[config.mk]
export PLATFORM = sky130hd
export DESIGN_NAME = display_scan_controller_flat
export DESIGN_NICKNAME = d
export VERILOG_FILES = /design/src/rtl/display_pkg.sv /design/src/rtl/display_scan_controller_if.sv /design/src/rtl/display_scan_controller_refresh_timer.sv /design/src/rtl/display_scan_controller.sv /design/src/flat_wrapper.sv
export SDC_FILE = /design/constraint.sdc
export NUM_CORES = 1
export LEC_CHECK = 0
export CORE_ASPECT_RATIO = 1.4
export CORE_MARGIN = 3
export CORE_UTILIZATION = 53
export DETAILED_ROUTE_END_ITERATION = 12
export GPL_ROUTABILITY_DRIVEN = 0
export MAX_ROUTING_LAYER = met4
export PLACE_DENSITY = 0.71
export SKIP_LAST_GASP = 1
export SYNTH_ARGS = -nofsm -noshare
export SYNTH_HDL_FRONTEND = slang
export SYNTH_SLANG_ARGS = --single-unit
export TNS_END_PERCENT = 10
[constraint.sdc]
create_clock -name clk -period 3.4 [get_ports clk]
set_input_delay 0.34 -clock clk [delete_from_list [all_inputs] [get_ports clk]]
set_output_delay 0.34 -clock clk [all_outputs]
set_load 0.02 [all_outputs]
[src/rtl/display_pkg.sv]
// Shared codes, scan-state encoding and the leading-zero blanking helper
// for the seven-segment scan controller.
package display_pkg;

    localparam logic [3:0] CODE_ZERO  = 4'd0;
    localparam logic [3:0] CODE_DASH  = 4'd10;
    localparam logic [3:0] CODE_BLANK = 4'd15;

    // Widest digit row the blanking helper can examine.
    localparam int MAX_DIGITS = 16;

    typedef enum logic [1:0] {
        S_IDLE  = 2'd0,
        S_GUARD = 2'd1,
        S_ON    = 2'd2
    } scan_state_t;

    // One bit of the leading-zero blank mask: digit idx is blanked when it
    // holds 0, is not the least significant digit, and every more
    // significant digit (below n) is 0 or blank. A dash is significant.
    function automatic logic lead_zero_blank(input logic [4*MAX_DIGITS-1:0] digits,
                                             input int idx,
                                             input int n);
        logic lead;
        logic blank;
        lead  = 1'b1;
        blank = 1'b0;
        for (int i = MAX_DIGITS - 1; i >= 0; i--) begin
            if ((i < n) && (i > idx)) begin
                if ((digits[4*i +: 4] != CODE_ZERO) && (digits[4*i +: 4] != CODE_BLANK)) begin
                    lead = 1'b0;
                end else begin
                    lead = lead;
                end
            end else begin
                lead = lead;
            end
        end
        if ((idx > 0) && (idx < n) && lead && (digits[4*idx +: 4] == CODE_ZERO)) begin
            blank = 1'b1;
        end else begin
            blank = 1'b0;
        end
        return blank;
    endfunction

endpackage

[src/rtl/display_scan_controller_if.sv]
// Bus between the calculator core (master) and the scan controller (slave),
// carrying both the digit-update side and the decoder/anode side.
interface display_scan_controller_if #(
    parameter int NUM_DIGITS = 4
);
    localparam int SEL_W = (NUM_DIGITS > 1) ? $clog2(NUM_DIGITS) : 1;

    logic                    enable;
    logic                    load;
    logic [4*NUM_DIGITS-1:0] digits_in;
    logic [NUM_DIGITS-1:0]   point_in;
    logic [3:0]              code_out;
    logic                    show_point_out;
    logic [NUM_DIGITS-1:0]   anode_n;
    logic [SEL_W-1:0]        digit_sel;
    logic                    frame_done;

    modport master (
        output enable, load, digits_in, point_in,
        input  code_out, show_point_out, anode_n, digit_sel, frame_done
    );

    modport slave (
        input  enable, load, digits_in, point_in,
        output code_out, show_point_out, anode_n, digit_sel, frame_done
    );
endinterface

[src/rtl/display_scan_controller_refresh_timer.sv]
// Slot counter for one digit period: counts 0..REFRESH_DIV-1 while run is
// high and flags the guard interval and the slot's last cycle.
module refresh_timer #(
    parameter int REFRESH_DIV = 100000,
    parameter int GUARD       = 16
) (
    input  logic clk,
    input  logic rst_n,
    input  logic run,
    output logic in_guard,
    output logic guard_end,
    output logic slot_end
);
    localparam int CNT_W = $clog2(REFRESH_DIV);
    localparam logic [CNT_W-1:0] LAST_CNT  = CNT_W'(REFRESH_DIV - 1);
    localparam logic [CNT_W-1:0] GUARD_CNT = CNT_W'(GUARD);
    localparam logic [CNT_W-1:0] GUARD_LST = CNT_W'(GUARD - 1);

    logic [CNT_W-1:0] r_cnt;

    // Slot counter: cleared whenever scanning stops, wraps at the slot end.
    always_ff @(posedge clk or negedge rst_n) begin
        if (!rst_n) begin
            r_cnt <= '0;
        end else if (!run) begin
            r_cnt <= '0;
        end else if (r_cnt == LAST_CNT) begin
            r_cnt <= '0;
        end else begin
            r_cnt <= r_cnt + CNT_W'(1);
        end
    end

    assign in_guard  = (r_cnt < GUARD_CNT);
    assign guard_end = (r_cnt == GUARD_LST);
    assign slot_end  = (r_cnt == LAST_CNT);

endmodule

[src/rtl/display_scan_controller.sv]
// Multiplexed seven-segment scan controller: shadow/active digit registers
// for tear-free updates, leading-zero blanking and anode guard intervals.
// Output registers are loaded from next-state values so every output lines
// up with the state held in the same cycle.
module display_scan_controller
    import display_pkg::*;
#(
    parameter int NUM_DIGITS    = 4,
    parameter int REFRESH_DIV   = 100000,
    parameter int GUARD         = 16,
    parameter int BLANK_LEADING = 1
) (
    input logic clk,
    input logic rst_n,
    display_scan_controller_if.slave bus
);
    localparam int SEL_W = (NUM_DIGITS > 1) ? $clog2(NUM_DIGITS) : 1;
    localparam logic [SEL_W-1:0] LAST_SEL = SEL_W'(NUM_DIGITS - 1);

    scan_state_t             r_state, w_state_nxt;
    logic [SEL_W-1:0]        r_sel, w_sel_nxt;
    logic [4*NUM_DIGITS-1:0] r_shadow, r_active, w_active_nxt;
    logic [NUM_DIGITS-1:0]   r_shadow_pt, r_active_pt, w_active_pt_nxt;
    logic                    r_pending;
    logic                    w_run, w_in_guard, w_guard_end, w_slot_end, w_wrap;
    logic [4*MAX_DIGITS-1:0] w_ext;
    logic [NUM_DIGITS-1:0]   w_mask;
    logic [3:0]              w_code_nxt;
    logic                    w_point_nxt;
    logic [NUM_DIGITS-1:0]   w_anode_nxt;
    logic [3:0]              r_code;
    logic                    r_point;
    logic [NUM_DIGITS-1:0]   r_anode_n;
    logic                    r_frame_done;

    assign w_run  = bus.enable && (r_state != S_IDLE);
    assign w_wrap = w_run && (r_state == S_ON) && w_slot_end && (r_sel == LAST_SEL);

    refresh_timer #(
        .REFRESH_DIV (REFRESH_DIV),
        .GUARD       (GUARD)
    ) u_timer (
        .clk       (clk),
        .rst_n     (rst_n),
        .run       (w_run),
        .in_guard  (w_in_guard),
        .guard_end (w_guard_end),
        .slot_end  (w_slot_end)
    );

    // Next scan state and digit index.
    always_comb begin
        w_state_nxt = r_state;
        w_sel_nxt   = r_sel;
        if (!bus.enable) begin
            w_state_nxt = S_IDLE;
            w_sel_nxt   = '0;
        end else begin
            case (r_state)
                S_IDLE: begin
                    w_state_nxt = S_GUARD;
                    w_sel_nxt   = '0;
                end
                S_GUARD: begin
                    if (w_in_guard && !w_guard_end) begin
                        w_state_nxt = S_GUARD;
                    end else begin
                        w_state_nxt = S_ON;
                    end
                end
                S_ON: begin
                    if (w_slot_end) begin
                        w_state_nxt = S_GUARD;
                        w_sel_nxt   = (r_sel == LAST_SEL) ? '0 : (r_sel + SEL_W'(1));
                    end else begin
                        w_state_nxt = S_ON;
                    end
                end
                default: begin
                    w_state_nxt = S_IDLE;
                    w_sel_nxt   = '0;
                end
            endcase
        end
    end

    // Active digits: commit at the frame wrap (a coincident load goes straight
    // in) or, while idle, as soon as a pending shadow exists.
    always_comb begin
        w_active_nxt    = r_active;
        w_active_pt_nxt = r_active_pt;
        if (w_wrap) begin
            if (bus.load) begin
                w_active_nxt    = bus.digits_in;
                w_active_pt_nxt = bus.point_in;
            end else if (r_pending) begin
                w_active_nxt    = r_shadow;
                w_active_pt_nxt = r_shadow_pt;
            end else begin
                w_active_nxt    = r_active;
                w_active_pt_nxt = r_active_pt;
            end
        end else if ((r_state == S_IDLE) && r_pending) begin
            w_active_nxt    = r_shadow;
            w_active_pt_nxt = r_shadow_pt;
        end else begin
            w_active_nxt    = r_active;
            w_active_pt_nxt = r_active_pt;
        end
    end

    // Blanking and digit mux for the slot about to be presented.
    always_comb begin
        w_ext                       = '0;
        w_ext[4*NUM_DIGITS-1:0]     = w_active_nxt;
        w_mask                      = '0;
        w_code_nxt                  = CODE_BLANK;
        w_point_nxt                 = 1'b0;
        w_anode_nxt                 = '1;
        for (int i = 0; i < NUM_DIGITS; i++) begin
            if (BLANK_LEADING != 0) begin
                w_mask[i] = lead_zero_blank(w_ext, i, NUM_DIGITS);
            end else begin
                w_mask[i] = 1'b0;
            end
        end
        if (w_state_nxt == S_IDLE) begin
            w_code_nxt  = CODE_BLANK;
            w_point_nxt = 1'b0;
        end else begin
            w_code_nxt  = w_mask[w_sel_nxt] ? CODE_BLANK : w_active_nxt[4*w_sel_nxt +: 4];
            w_point_nxt = w_active_pt_nxt[w_sel_nxt];
        end
        if (w_state_nxt == S_ON) begin
            w_anode_nxt = ~(NUM_DIGITS'(1) << w_sel_nxt);
        end else begin
            w_anode_nxt = '1;
        end
    end

    // Scan state and digit index registers.
    always_ff @(posedge clk or negedge rst_n) begin
        if (!rst_n) begin
            r_state <= S_IDLE;
            r_sel   <= '0;
        end else begin
            r_state <= w_state_nxt;
            r_sel   <= w_sel_nxt;
        end
    end

    // Shadow capture, pending flag and active digit registers.
    always_ff @(posedge clk or negedge rst_n) begin
        if (!rst_n) begin
            r_shadow    <= {NUM_DIGITS{CODE_BLANK}};
            r_shadow_pt <= '0;
            r_active    <= {NUM_DIGITS{CODE_BLANK}};
            r_active_pt <= '0;
            r_pending   <= 1'b0;
        end else begin
            r_active    <= w_active_nxt;
            r_active_pt <= w_active_pt_nxt;
            if (bus.load) begin
                r_shadow    <= bus.digits_in;
                r_shadow_pt <= bus.point_in;
                r_pending   <= !w_wrap;
            end else if (w_wrap || (r_state == S_IDLE)) begin
                r_pending   <= 1'b0;
            end else begin
                r_pending   <= r_pending;
            end
        end
    end

    // Registered decoder and anode outputs.
    always_ff @(posedge clk or negedge rst_n) begin
        if (!rst_n) begin
            r_code       <= CODE_BLANK;
            r_point      <= 1'b0;
            r_anode_n    <= '1;
            r_frame_done <= 1'b0;
        end else begin
            r_code       <= w_code_nxt;
            r_point      <= w_point_nxt;
            r_anode_n    <= w_anode_nxt;
            r_frame_done <= w_wrap;
        end
    end

    assign bus.code_out       = r_code;
    assign bus.show_point_out = r_point;
    assign bus.anode_n        = r_anode_n;
    assign bus.digit_sel      = r_sel;
    assign bus.frame_done     = r_frame_done;

endmodule

[src/flat_wrapper.sv]
// flat-port wrapper written by rule: the top's interface ports become plain ports
module display_scan_controller_flat import display_pkg::*;
#(
    parameter int NUM_DIGITS    = 4,
    parameter int REFRESH_DIV   = 100000,
    parameter int GUARD         = 16,
    parameter int BLANK_LEADING = 1
)
  (clk, rst_n, bus_enable, bus_load, bus_digits_in, bus_point_in, bus_code_out, bus_show_point_out, bus_anode_n, bus_digit_sel, bus_frame_done);
  display_scan_controller_if #(.NUM_DIGITS(NUM_DIGITS)) bus_i ();
  input logic clk;
  input logic rst_n;
  input wire logic [$bits(bus_i.enable)-1:0] bus_enable;
  input wire logic [$bits(bus_i.load)-1:0] bus_load;
  input wire logic [$bits(bus_i.digits_in)-1:0] bus_digits_in;
  input wire logic [$bits(bus_i.point_in)-1:0] bus_point_in;
  output wire logic [$bits(bus_i.code_out)-1:0] bus_code_out;
  output wire logic [$bits(bus_i.show_point_out)-1:0] bus_show_point_out;
  output wire logic [$bits(bus_i.anode_n)-1:0] bus_anode_n;
  output wire logic [$bits(bus_i.digit_sel)-1:0] bus_digit_sel;
  output wire logic [$bits(bus_i.frame_done)-1:0] bus_frame_done;
  assign bus_i.enable = bus_enable;
  assign bus_i.load = bus_load;
  assign bus_i.digits_in = bus_digits_in;
  assign bus_i.point_in = bus_point_in;
  assign bus_code_out = bus_i.code_out;
  assign bus_show_point_out = bus_i.show_point_out;
  assign bus_anode_n = bus_i.anode_n;
  assign bus_digit_sel = bus_i.digit_sel;
  assign bus_frame_done = bus_i.frame_done;
  display_scan_controller #(.NUM_DIGITS(NUM_DIGITS), .REFRESH_DIV(REFRESH_DIV), .GUARD(GUARD), .BLANK_LEADING(BLANK_LEADING)) u_core (.clk(clk), .rst_n(rst_n), .bus(bus_i));
endmodule
==> qor.csv, run 1 <==
stage,metric,value,unit
logic_synthesis,synth_top_family_by_area,simple AND/OR/NAND/NOR gates,
worst_setup_path,critical_path_class,flip-flop to flip-flop,
die,starting_density_of_the_core,0.550,
timing,tightestPinTransition,0.724,ns
timing,worst_slew_margin_rel,0.517,
die,ioPinCount,36,
logic_synthesis,synth_top_cell_by_area,sky130_fd_sc_hd__dfstp_2,
logic_synthesis,synth_top_cell_area_share,0.256,
min_path,worst_hold_path_ep,u_core.r_shadow[3],
power,clockPowerShare,0.296,
global_routing,antenna_violations_before_repair,0,
power,static-leakage-power,0.00202,uW
worst_setup_path,critPathLaunchType,flip-flop,
logic_synthesis,synth_nets,456,
clock_network,cts.sink_count,72,
worst_setup_path,endpoint_of_the_lowest_slack_register_to_register_path,u_core.bus.show_point_out,
worst_setup_path,critPathSlowestCell,sky130_fd_sc_hd__or3b_1,
logic_synthesis,ys.warnings.count,0,
global_routing,wire_length_of_the_first_global_routing_pass,15600,microns
logic_synthesis,synth_xor_xnor_area_share,0.0256,
power,sw_frac_of_total,0.285,
timing,clock-skew-final,0.0114,ns
logic_synthesis,yosys.area_share.simple,0.190,
worst_setup_path,regToRegSetupSlack,0.45,ns
worst_setup_path,crit_family,simple AND/OR/NAND/NOR gates,
placement,dp_hpwl,6830,microns
worst_setup_path,timing.critical_path.buf_inv,1,
worst_setup_path,critical_path_peak_fanout,18,
drt,via_count,3273,
worst_setup_path,slowest_cell_delay_on_critical_path,0.70,ns
timing,period_share,0.868,
timing,report.final.slew_viol_count,0,
logic_synthesis,post_synth.cell_area_avg,9.63,sq um
global_routing,grt_pass1_vias,3197,
global_routing,maximum_number_of_pins_on_one_net_before_global_route_repair,47,
logic_synthesis,synth_compound_gate_area_share,0.148,
logic_synthesis,syn-instance-count,426,
timing,report.final.hold_viol_count,0,
drt,dr.pass1.iters,4,
placement,io_buffer_count,35,
run,cap_viol_max_count,0,
logic_synthesis,post_synthesis_adder_cell_area_fraction,0.0183,
logic_synthesis,count_of_flip_flops_with_a_built_in_enable_after_synthesis,0,
placement,post-place-ws,0.410,ns
outcome,run_status,finished clean,
logic_synthesis,synthesis.area,4100,sq um
finish,post_route_cells_drive_above_1_share,0.200,
min_path,min_path_cells,2,
global_routing,grt.total_usage,0.241,
power,share_seq_of_total_power,0.516,
finish,num_antenna_cells,0,
timing,grt_setup_unrepaired,no,
worst_setup_path,worst-r2r-cell-count,9,
logic_synthesis,synth.mux.area_fraction,0.121,
drt,route.final.wire_length,9540,microns
worst_setup_path,end_kind,flip-flop,
clock_network,htree_levels,3,
worst_setup_path,cells_traversed_along_the_worst_timing_path,ha_1 > nand4_4 > nor4_4 > or3b_1 > buf_4 > a211oi_1 > a21oi_2 > o22ai_1 > a221oi_2,
drt,routedWlPerCell,16.8,microns
power,p_int,1470,uW
die,coreArea,7450,sq um
worst_setup_path,reg2reg_start,u_core.u_timer.r_cnt[0],
power,worst_ir_drop_vdd,203,uV
global_routing,overflow,0,
logic_synthesis,synth.ff_latch_count,72,
timing,setup_violations,0,
timing,setup_ws,0.450,ns
timing,timing.fmax,339,MHz
min_path,holdCritStartpoint,u_core.r_shadow[3],
drt,vias_per_cell,5.77,
worst_setup_path,crit_required,3.62,ns
clock_network,tritoncts.num_buffers,9,
logic_synthesis,synth_top_cells_by_area,"sky130_fd_sc_hd__dfstp_2, sky130_fd_sc_hd__dfrtp_1, sky130_fd_sc_hd__mux2i_1",
clock_network,path_clk_slew,0.08,ns
timing,setup_tns,0,ns
clock_network,worstSkewPairLatency,0.36,ns
drt,antenna_left,0,
drt,dr_drc_count,0,
power,power_density,434,nW/um^2
timing,fin_crit,2.95,ns
logic_synthesis,yosysSeqAreaShare,0.451,
die,floorplan.die.width,80.3,microns
power,post-layout-total-power,2050,uW
power,combPwrFrac,0.188,
clock_network,clockBufferDepth,2,
clock_network,clock_tree_from_tritoncts,done,
die,fp.dieArea,8840,sq um
logic_synthesis,asyncSetResetFlopFracSynth,1.00,
die,dieHeight,110,microns
clock_network,cts_root_buf,sky130_fd_sc_hd__clkbuf_8,
power,p_switching,585,uW
die,core.rowCount,37,
finish,syn2layout_area_growth,15.2,%
drt,initialDrtViolationCount,186,
finish,fin_nets,495,
logic_synthesis,yosys.cell_types.count,55,
min_path,worstHoldPathType,flip-flop to flip-flop,
worst_setup_path,worst-endpoint-arrival,3.17,ns
logic_synthesis,synth-main-ff-cell,sky130_fd_sc_hd__dfstp_2,
-- cell families after synthesis --
family	after synthesis
AND/OR/NAND/NOR	152
AO/OA/AOI/OAI	95
flip-flops	72
multiplexers	48
buffers and inverters	41
XOR/XNOR	12
adder cells (fa/ha/maj)	6
-- flip-flops by register name (all words and copies together), names as in the netlist, 4 cells and up --
name	flops
u_core.bus.anode_n	4
u_core.bus.code_out	4
u_core.r_active_pt	4
u_core.u_timer.r_cnt	17
u_core.r_active	16
u_core.r_shadow_pt	4
u_core.r_shadow	16
-- what timing repair did --
| action | CTS | global route |
|---|---|---|
| resized for setup | 0 | 0 |
| hold buffers | 1 | 0 |
| setup buffers | 0 | 0 |
| hold endpoints to repair | 13 | 0 |
-- final cells by class --
class	instances	area (sq um)
fill	629	2730
multi-input combinational	313	2060
sequential	72	1850
timing repair buffer	48	440
clock buffer	15	166
tap	97	121
inverter	21	78.8
clock inverter	1	5.00
-- worst max path at each step --
stage | start | endpoint | slack, ns | cells after the start
final | u_core.u_timer.r_cnt[0] | u_core.bus.show_point_out | 0.45 | 9
after global routing | u_core.u_timer.r_cnt[0] | u_core.bus.code_out[3] | 0.14 | 9
after CTS | u_core.u_timer.r_cnt[0] | u_core.bus.show_point_out | 0.43 | 9
after detailed placement | bus_enable | u_core.bus.show_point_out | 0.41 | 9
after global placement | bus_enable | u_core.bus.show_point_out | 0.45 | 9
after floorplan | u_core.u_timer.r_cnt[0] | u_core.bus.show_point_out | 0.92 | 10
-- cells in the final DEF (no fill, tap or decap), types with 2 or more instances in the layout --
cell | Yosys | final
sky130_fd_sc_hd__o22ai_1 | 3 | 3
sky130_fd_sc_hd__nor4_2 | 2 | 2
sky130_fd_sc_hd__and3_1 | 7 | 7
sky130_fd_sc_hd__a21oi_1 | 28 | 28
sky130_fd_sc_hd__clkdlybuf4s50_1 | 0 | 33
sky130_fd_sc_hd__and2_1 | 3 | 3
sky130_fd_sc_hd__nor3_1 | 3 | 3
sky130_fd_sc_hd__dfstp_2 | 40 | 40
sky130_fd_sc_hd__mux2i_1 | 37 | 37
sky130_fd_sc_hd__a21oi_2 | 3 | 3
sky130_fd_sc_hd__ha_1 | 6 | 6
sky130_fd_sc_hd__a32oi_1 | 3 | 3
sky130_fd_sc_hd__xor2_1 | 7 | 7
sky130_fd_sc_hd__nor3b_1 | 2 | 2
sky130_fd_sc_hd__dfrtp_1 | 32 | 32
sky130_fd_sc_hd__buf_2 | 4 | 2
sky130_fd_sc_hd__nand3_1 | 13 | 13
sky130_fd_sc_hd__inv_1 | 21 | 21
sky130_fd_sc_hd__nor4_1 | 8 | 8
sky130_fd_sc_hd__a211oi_2 | 2 | 2
sky130_fd_sc_hd__nand2_1 | 46 | 46
sky130_fd_sc_hd__o21ai_0 | 27 | 27
sky130_fd_sc_hd__xnor2_1 | 5 | 5
sky130_fd_sc_hd__nor2_1 | 39 | 39
sky130_fd_sc_hd__clkbuf_8 | 0 | 11
sky130_fd_sc_hd__or3_1 | 2 | 2
sky130_fd_sc_hd__o21a_1 | 7 | 7
sky130_fd_sc_hd__or3b_1 | 2 | 2
sky130_fd_sc_hd__nand4_1 | 12 | 12
sky130_fd_sc_hd__mux2_2 | 11 | 11
sky130_fd_sc_hd__a21o_1 | 2 | 2
sky130_fd_sc_hd__buf_4 | 0 | 12
sky130_fd_sc_hd__clkbuf_1 | 10 | 4
sky130_fd_sc_hd__a211oi_1 | 10 | 10
sky130_fd_sc_hd__a31oi_1 | 2 | 2
-- per-layer routing --
metal,track usage,up-vias,wire length (microns)
li1,-,1597,-
met1,0.275,1578,3940
met2,0.393,70,4880
met3,0.0618,28,390
met4,0.121,0,324
met5,-,-,0
-- tightest hold or removal path, cell delays in order, from the launching register on --
cell	delay, ns
sky130_fd_sc_hd__dfstp_2	0.38
sky130_fd_sc_hd__inv_1	0.04
sky130_fd_sc_hd__o21ai_0	0.06
-- power by group through the flow --
stage               logic [uW]  clock network (uW)  registers, uW
floorplan                  256                   0           1060
global placement           378                   0           1070
detailed placement         385                   0           1070
CTS                        388                 634           1060
global route               429                 669           1070
finish                     386                 607           1060
-- cells in the mapped netlist, drive strengths merged, types with 5 or more instances --
cell	count
dfstp	40
xor2	7
o21a	7
dfrtp	32
nor4	11
nand3	14
xnor2	5
a21oi	32
buf	10
o21ai	28
nand4	13
mux2	11
mux2i	37
inv	21
a211oi	12
nand2	47
nor2	40
and3	8
clkbuf	10
ha	6
-- stage by stage --
step	hold WS, ns	std cells	area, sq um	util
floorplan	0.0444	426	4100	-
global placement	0.371	550	4540	0.610
detailed placement	0.381	550	4540	0.610
CTS	0.487	567	4720	0.634
global route	0.514	567	4720	0.634
finish	0.483	567	4720	0.634
No activity file was read; power rests on OpenSTA's default activity.
==> inputs of run 2 (changes only) <==
--- a/config.mk
+++ b/config.mk
@@ -15,5 +15,6 @@
 export SKIP_LAST_GASP = 1
 export SYNTH_ARGS = -nofsm -noshare
 export SYNTH_HDL_FRONTEND = slang
+export SYNTH_HIERARCHICAL = 1
 export SYNTH_SLANG_ARGS = --single-unit
 export TNS_END_PERCENT = 10
==> run 2 against run 1 <==
Global-route usage decreased by 1.8 points. Sequential share of layout area increased by 0.86 points. Die area decreased by 4.2%. Worst hold slack got worse by 0.36 ns. Register-to-register slack got worse by 0.17 ns. Critical path depth increased by 1. Critical path type unchanged. Largest power group unchanged.
==> qor.csv, run 2 <==
stage,metric,value,unit
die,floorplan.die.width,78.7,microns
logic_synthesis,synth-main-ff-cell,sky130_fd_sc_hd__dfstp_2,
power,static-leakage-power,0.00201,uW
power,post-layout-total-power,2180,uW
power,combPwrFrac,0.170,
finish,num_antenna_cells,0,
finish,flip_flop_count_of_the_largest_register_after_layout,17,
clock_network,tritoncts.num_buffers,9,
global_routing,overflow,0,
drt,vias_per_cell,5.56,
power,power_density,472,nW/um^2
drt,via_count,2928,
logic_synthesis,yosys.area_share.simple,0.152,
drt,antenna_left,0,
power,p_int,1620,uW
die,ioPinCount,36,
finish,post_route_cells_drive_above_1_share,0.227,
worst_setup_path,slowest_cell_delay_on_critical_path,0.57,ns
worst_setup_path,critical_path_peak_fanout,11,
logic_synthesis,count_of_flip_flops_with_a_built_in_enable_after_synthesis,0,
worst_setup_path,reg2reg_start,u_core/u_timer/r_cnt[11],
worst_setup_path,crit_family,simple AND/OR/NAND/NOR gates,
clock_network,cts.sink_count,72,
logic_synthesis,most_instantiated_library_cell_after_synthesis,sky130_fd_sc_hd__nand2_1,
logic_synthesis,synth_top_cells_by_area,"sky130_fd_sc_hd__dfstp_2, sky130_fd_sc_hd__dfrtp_1, sky130_fd_sc_hd__mux2i_1",
worst_setup_path,cpMostUsedCell,sky130_fd_sc_hd__nand2_1,
timing,clock-skew-final,0.00698,ns
worst_setup_path,critPathSlowestCell,sky130_fd_sc_hd__or4_4,
drt,initialDrtViolationCount,131,
worst_setup_path,startpoint,u_core/u_timer/r_cnt[11],
timing,grt_setup_unrepaired,no,
clock_network,path_clk_slew,0.08,ns
worst_setup_path,critical_path_class,flip-flop to flip-flop,
logic_synthesis,synth_top_family_by_area,multiplexers,
die,core.rowCount,36,
finish,most-common-layout-cells,"sky130_fd_sc_hd__nand2_1, sky130_fd_sc_hd__mux2i_1, sky130_fd_sc_hd__dfstp_2",
clock_network,cts_root_buf,sky130_fd_sc_hd__clkbuf_8,
logic_synthesis,ys.warnings.count,6,
drt,dr.pass1.iters,4,
timing,tightestPinTransition,0.900,ns
clock_network,cts_hold_buf,0,
die,starting_density_of_the_core,0.554,
finish,mostFrequentLayoutCell,sky130_fd_sc_hd__nand2_1,
drt,dr_drc_count,0,
clock_network,clock_tree_from_tritoncts,done,
logic_synthesis,asyncSetResetFlopFracSynth,1.00,
global_routing,grt.total_usage,0.224,
timing,timing.fmax,321,MHz
logic_synthesis,synth_top_cell_by_area,sky130_fd_sc_hd__dfstp_2,
finish,syn2layout_area_growth,18.0,%
logic_synthesis,synth_top_cell_area_share,0.268,
logic_synthesis,yosysSeqAreaShare,0.473,
finish,largest_register,u_core/u_timer/r_cnt,
timing,report.final.slew_viol_count,0,
power,sw_frac_of_total,0.257,
clock_network,post-cts-setup-buffer-count,0,
logic_synthesis,synth_xor_xnor_area_share,0.0313,
min_path,worstHoldPathType,primary input to async pin,
logic_synthesis,synth.ff_latch_count,72,
clock_network,worstSkewPairLatency,0.35,ns
clock_network,htree_levels,3,
power,p_switching,561,uW
placement,io_buffer_count,35,
clock_network,post_cts.resized_instances,0,
timing,hold-worst-slack,0.124,ns
worst_setup_path,critPathLaunchType,flip-flop,
worst_setup_path,timing.critical_path.buf_inv,1,
power,clockPowerShare,0.353,
logic_synthesis,post_synth.cell_area_avg,10.1,sq um
clock_network,clockBufferDepth,2,
global_routing,maximum_number_of_pins_on_one_net_before_global_route_repair,40,
logic_synthesis,synthesis.area,3920,sq um
drt,route.final.wire_length,8340,microns
die,coreArea,7070,sq um
worst_setup_path,crit_required,3.70,ns
logic_synthesis,synth_compound_gate_area_share,0.104,
power,worst_ir_drop_vdd,318,uV
die,dieHeight,108,microns
timing,period_share,0.916,
outcome,run_status,finished clean,
logic_synthesis,post_synthesis_adder_cell_area_fraction,0.0192,
global_routing,antenna_violations_before_repair,0,
power,share_seq_of_total_power,0.477,
global_routing,wire_length_of_the_first_global_routing_pass,14300,microns
global_routing,grt_pass1_vias,3009,
die,fp.dieArea,8480,sq um
timing,worst_slew_margin_rel,0.400,
logic_synthesis,synth.mux.area_fraction,0.173,
worst_setup_path,end_kind,flip-flop,
finish,largest_registers,"u_core/u_timer/r_cnt: 17 flops, u_core/r_active: 16 flops, u_core/r_shadow: 16 flops",
logic_synthesis,yosys.cell_types.count,50,
worst_setup_path,worst-endpoint-arrival,3.41,ns
placement,dp_hpwl,6070,microns
timing,setup_tns,0,ns
timing,setup_violations,0,
logic_synthesis,syn-instance-count,387,
logic_synthesis,synth_top_cells_by_count,"sky130_fd_sc_hd__nand2_1, sky130_fd_sc_hd__dfstp_2, sky130_fd_sc_hd__mux2i_1",
worst_setup_path,cells_traversed_along_the_worst_timing_path,nor4_1 > nand2_1 > nor3_2 > nand4_2 > buf_4 > mux2i_1 > or4_4 > a2111oi_4 > o21ai_2 > nand2_1,
timing,fin_crit,3.12,ns
run,cap_viol_max_count,0,
finish,fin_nets,457,
drt,routedWlPerCell,15.8,microns
timing,report.final.hold_viol_count,0,
logic_synthesis,synth_nets,417,
[run 2: changes by cell type after synthesis, moves of 8 or more]
cell and delta:
sky130_fd_sc_hd__mux2_1 +8, sky130_fd_sc_hd__nor2_1 -10, sky130_fd_sc_hd__a21oi_1 -26, sky130_fd_sc_hd__o21ai_0 +8
sky130_fd_sc_hd__a211oi_1 -9
[run 2: path summary, 6_finish.rpt]
check	endpoint	slack, ns	cells past startpoint
hold reg to reg	u_core/u_timer/r_cnt[0]	0.47	1
hold / removal	u_core/r_shadow_pt[0]	0.12	1
setup / recovery	u_core/bus.code_out[0]	0.28	10
setup reg to reg	u_core/bus.code_out[0]	0.28	10
max in group asynchronous	u_core/r_active[9]	2.54	2
min in group clk	u_core/u_timer/r_cnt[0]	0.47	1
[run 2: logic make-up after synthesis]
group           count (synthesis)
compound gates                 63
xor+xnor                       14
fa+ha+maj                       6
buf+inv                        44
flops                          72
mux                            64
simple gates                  124
[run 2: final cells by class]
cell class,instances,area [sq um]
well taps,95,119
fillers,597,2450
inverters,27,101
clock inverters,5,78.8
multi-input cells,271,1890
flip-flops and latches,72,1850
clock buffers,11,151
repair buffers,46,435
[run 2: layer usage]
layer  global-route usage  wire [microns]  vias up
li1                     -               -     1418
met1                0.249            3430     1446
met2                0.392            4490       51
met3               0.0444             262       13
met4               0.0850             147        0
met5                    -               0        -
[run 2: metrics by stage]
stage               cells  utilization  instance area, sq um  worst slack (ns)
floorplan             387            -                  3920             0.277
global placement      511        0.620                  4390             0.345
detailed placement    511        0.620                  4390             0.275
CTS                   527        0.653                  4620             0.213
global route          527        0.654                  4620            0.0152
finish                527        0.654                  4620             0.284
[run 2: power by group through the flow]
stage | Clock, uW | Combinational [uW] | Sequential [uW]
floorplan | 0 | 246 | 1050
finish | 770 | 372 | 1040
detailed placement | 0 | 375 | 1060
global route | 827 | 413 | 1050
global placement | 0 | 367 | 1050
CTS | 794 | 377 | 1040
==> inputs of run 3 (changes only) <==
--- a/config.mk
+++ b/config.mk
@@ -7,11 +7,13 @@
 export LEC_CHECK = 0
 export CORE_ASPECT_RATIO = 1.4
 export CORE_MARGIN = 3
-export CORE_UTILIZATION = 53
+export CORE_UTILIZATION = 52
+export CTS_BUF_LIST = sky130_fd_sc_hd__clkbuf_16
+export CTS_CLUSTER_SIZE = 8
 export DETAILED_ROUTE_END_ITERATION = 12
 export GPL_ROUTABILITY_DRIVEN = 0
 export MAX_ROUTING_LAYER = met4
-export PLACE_DENSITY = 0.71
+export PLACE_DENSITY = 0.73
 export SKIP_LAST_GASP = 1
 export SYNTH_ARGS = -nofsm -noshare
 export SYNTH_HDL_FRONTEND = slang
==> constraint.sdc (replaced) <==
create_clock -name clk -period 2.5 [get_ports clk]
set_input_delay 0.25 -clock clk [delete_from_list [all_inputs] [get_ports clk]]
set_output_delay 0.25 -clock clk [all_outputs]
set_load 0.02 [all_outputs]
==> run 3 against run 2 <==
The run now ends with negative setup slack left. Die area rose by 1.8%. Routed wire length rose by 7.6%. Sequential share of layout area fell by 3.8 points. Worst hold slack improved by 0.25 ns. Critical path type unchanged. Largest power group unchanged. Highest routed layer unchanged.
==> qor.csv, run 3 (synthesis results as in run 2) <==
stage,metric,value,unit
finish,area_used_by_multi_input_combinational_logic,1920,sq um
finish,seqCellArea,1850,sq um
power,power_density,646,nW/um^2
clock_network,cts.sink_count,72,
drt,dr.pass1.iters,4,
die,ioPinCount,36,
timing,fin_crit,2.67,ns
power,static-leakage-power,0.00231,uW
timing,report.final.hold_viol_count,0,
die,core.rowCount,36,
finish,num_antenna_cells,0,
min_path,worstHoldPathType,primary input to flip-flop,
drt,dr_drc_count,0,
global_routing,maximum_number_of_pins_on_one_net_before_global_route_repair,47,
worst_setup_path,critical_path_peak_fanout,7,
timing,setup_violations,8,
placement,dp_hpwl,6550,microns
finish,fin_nets,506,
drt,initialDrtViolationCount,134,
die,fp.dieArea,8630,sq um
drt,via_count,3152,
clock_network,clockBufferDepth,2,
clock_network,cts_root_buf,sky130_fd_sc_hd__clkbuf_16,
die,coreArea,7160,sq um
finish,syn2layout_area_growth,30.2,%
drt,routedWlPerCell,15.6,microns
die,floorplan.die.width,79.4,microns
clock_network,clock_tree_from_tritoncts,done,
timing,period_share,1.07,
global_routing,grt_pass1_vias,3379,
drt,antenna_left,0,
clock_network,worstSkewPairLatency,0.33,ns
clock_network,path_clk_slew,0.06,ns
timing,clock-skew-final,0.00561,ns
clock_network,tritoncts.num_buffers,9,
clock_network,htree_levels,3,
die,starting_density_of_the_core,0.547,
timing,grt_setup_unrepaired,yes,
finish,flip_flop_count_of_the_largest_register_after_layout,17,
finish,most-common-layout-cells,"sky130_fd_sc_hd__buf_4, sky130_fd_sc_hd__nand2_1, sky130_fd_sc_hd__mux2i_1, sky130_fd_sc_hd__dfstp_2, sky130_fd_sc_hd__o21ai_0",
power,post-layout-total-power,3300,uW
power,worst_ir_drop_vdd,425,uV
drt,vias_per_cell,5.47,
finish,finish.cell_count_without_fillers,576,
outcome,run_status,"complete, but fails checks",
run,cap_viol_max_count,0,
placement,numPlacedInstances,557,
timing,timing.fmax,375,MHz
worst_setup_path,critical_path_class,flip-flop to flip-flop,
global_routing,antenna_violations_before_repair,0,
finish,largest_register,u_core/u_timer/r_cnt,
worst_setup_path,critPathLaunchType,flip-flop,
worst_setup_path,crit_required,2.78,ns
drt,route.final.wire_length,8970,microns
finish,largest_registers,"u_core/u_timer/r_cnt: 17 flops, u_core/r_active: 16 flops, u_core/r_shadow: 16 flops",
worst_setup_path,end_kind,flip-flop,
outcome,failed_checks,negative setup slack,
finish,post_route_cells_drive_above_1_share,0.301,
timing,setup_ws,-0.170,ns
placement,io_buffer_count,35,
timing,worst_slew_margin_rel,0.589,
global_routing,grt.total_usage,0.239,
timing,report.final.slew_viol_count,0,
global_routing,overflow,0,
timing,tightestPinTransition,0.617,ns
finish,num-fill-cells,531,
finish,mostFrequentLayoutCell,sky130_fd_sc_hd__buf_4,
worst_setup_path,worst-endpoint-arrival,2.95,ns
min_path,min_path_cells,3,
global_routing,wire_length_of_the_first_global_routing_pass,15500,microns
die,dieHeight,109,microns
worst_setup_path,worst-r2r-cell-count,11,
[run 3: cell types whose count changed in the layout (fill, tap and decap cells not counted), sizes merged]
| cell | delta |
|---|---|
| buf | +48 |
| clkbuf | -2 |
| clkinv | -1 |
| dlygate4sd3 | +1 |
| inv | +3 |
[run 3: worst paths after layout]
check,startpoint,slack [ns],end
max in group asynchronous,rst_n,1.30,u_core/bus.anode_n[0]
min reg2reg,u_core/r_shadow[6],0.48,u_core/r_shadow[6]
max,u_core/u_timer/r_cnt[0],-0.17,u_core/bus.code_out[2]
min in group asynchronous,rst_n,0.48,u_core/u_timer/r_cnt[2]
min,bus_load,0.38,u_core/r_shadow[0]
max reg2reg,u_core/u_timer/r_cnt[0],-0.17,u_core/bus.code_out[2]
[run 3: area by class of cell]
type,instances,area share
Multi-Input combinational cell,271,0.376
Inverter,27,0.0199
Timing Repair Buffer,95,0.158
Clock buffer,9,0.0442
Clock inverter,7,0.0157
Sequential cell,72,0.363
Tap cell,95,0.0233
[run 3: routing by layer]
layer | up-vias | share of wire | GRT usage
met5 | - | 0 | -
li1 | 1521 | - | -
met3 | 28 | 0.033 | 0.0455
met4 | 0 | 0.034 | 0.123
met1 | 1535 | 0.39 | 0.256
met2 | 68 | 0.54 | 0.418
[run 3: stage by stage]
step / setup WS, ns / TNS, ns / hold WS [ns] / utilization / area, sq um
final: -0.170 / -0.958 / 0.378 / 0.712 / 5100
after global routing: -0.361 / -2.63 / 0.436 / 0.712 / 5100
after CTS: -0.170 / -1.01 / 0.367 / 0.711 / 5090
after detailed placement: -0.226 / -1.15 / 0.308 / 0.664 / 4750
after global placement: -0.191 / -0.842 / 0.297 / 0.664 / 4750
after floorplan: -0.255 / -0.995 / -0.0456 / - / 3940
[run 3: power breakdown]
part	internal [uW]	switching, uW	leakage, uW
Combinational	290	277	0.00131
Sequential	1350	71.5	0.000846
Clock	856	456	0.000161
[run 3: timing repair]
| item | CTS | global route |
|---|---|---|
| hold buffers | 1 | 0 |
| endpoints found under the setup margin | 8 | 9 |
| hold endpoints to repair | 9 | 0 |
| gates resized for setup | 2 | 1 |
| pin swaps | 2 | 0 |
| buffers inserted | 2 | 0 |
[run 3: worst max-delay path, stage by stage (launching register included)]
cell and delay (ns):
sky130_fd_sc_hd__dfrtp_1 0.34, sky130_fd_sc_hd__ha_1 0.17, sky130_fd_sc_hd__and4_1 0.22, sky130_fd_sc_hd__nand2_1 0.11, sky130_fd_sc_hd__nor3_4 0.18, sky130_fd_sc_hd__nand4_4 0.18
sky130_fd_sc_hd__buf_4 0.19, sky130_fd_sc_hd__mux2i_1 0.13, sky130_fd_sc_hd__or4_4 0.58, sky130_fd_sc_hd__a2111oi_4 0.32, sky130_fd_sc_hd__o21ai_2 0.12, sky130_fd_sc_hd__nand2_1 0.08
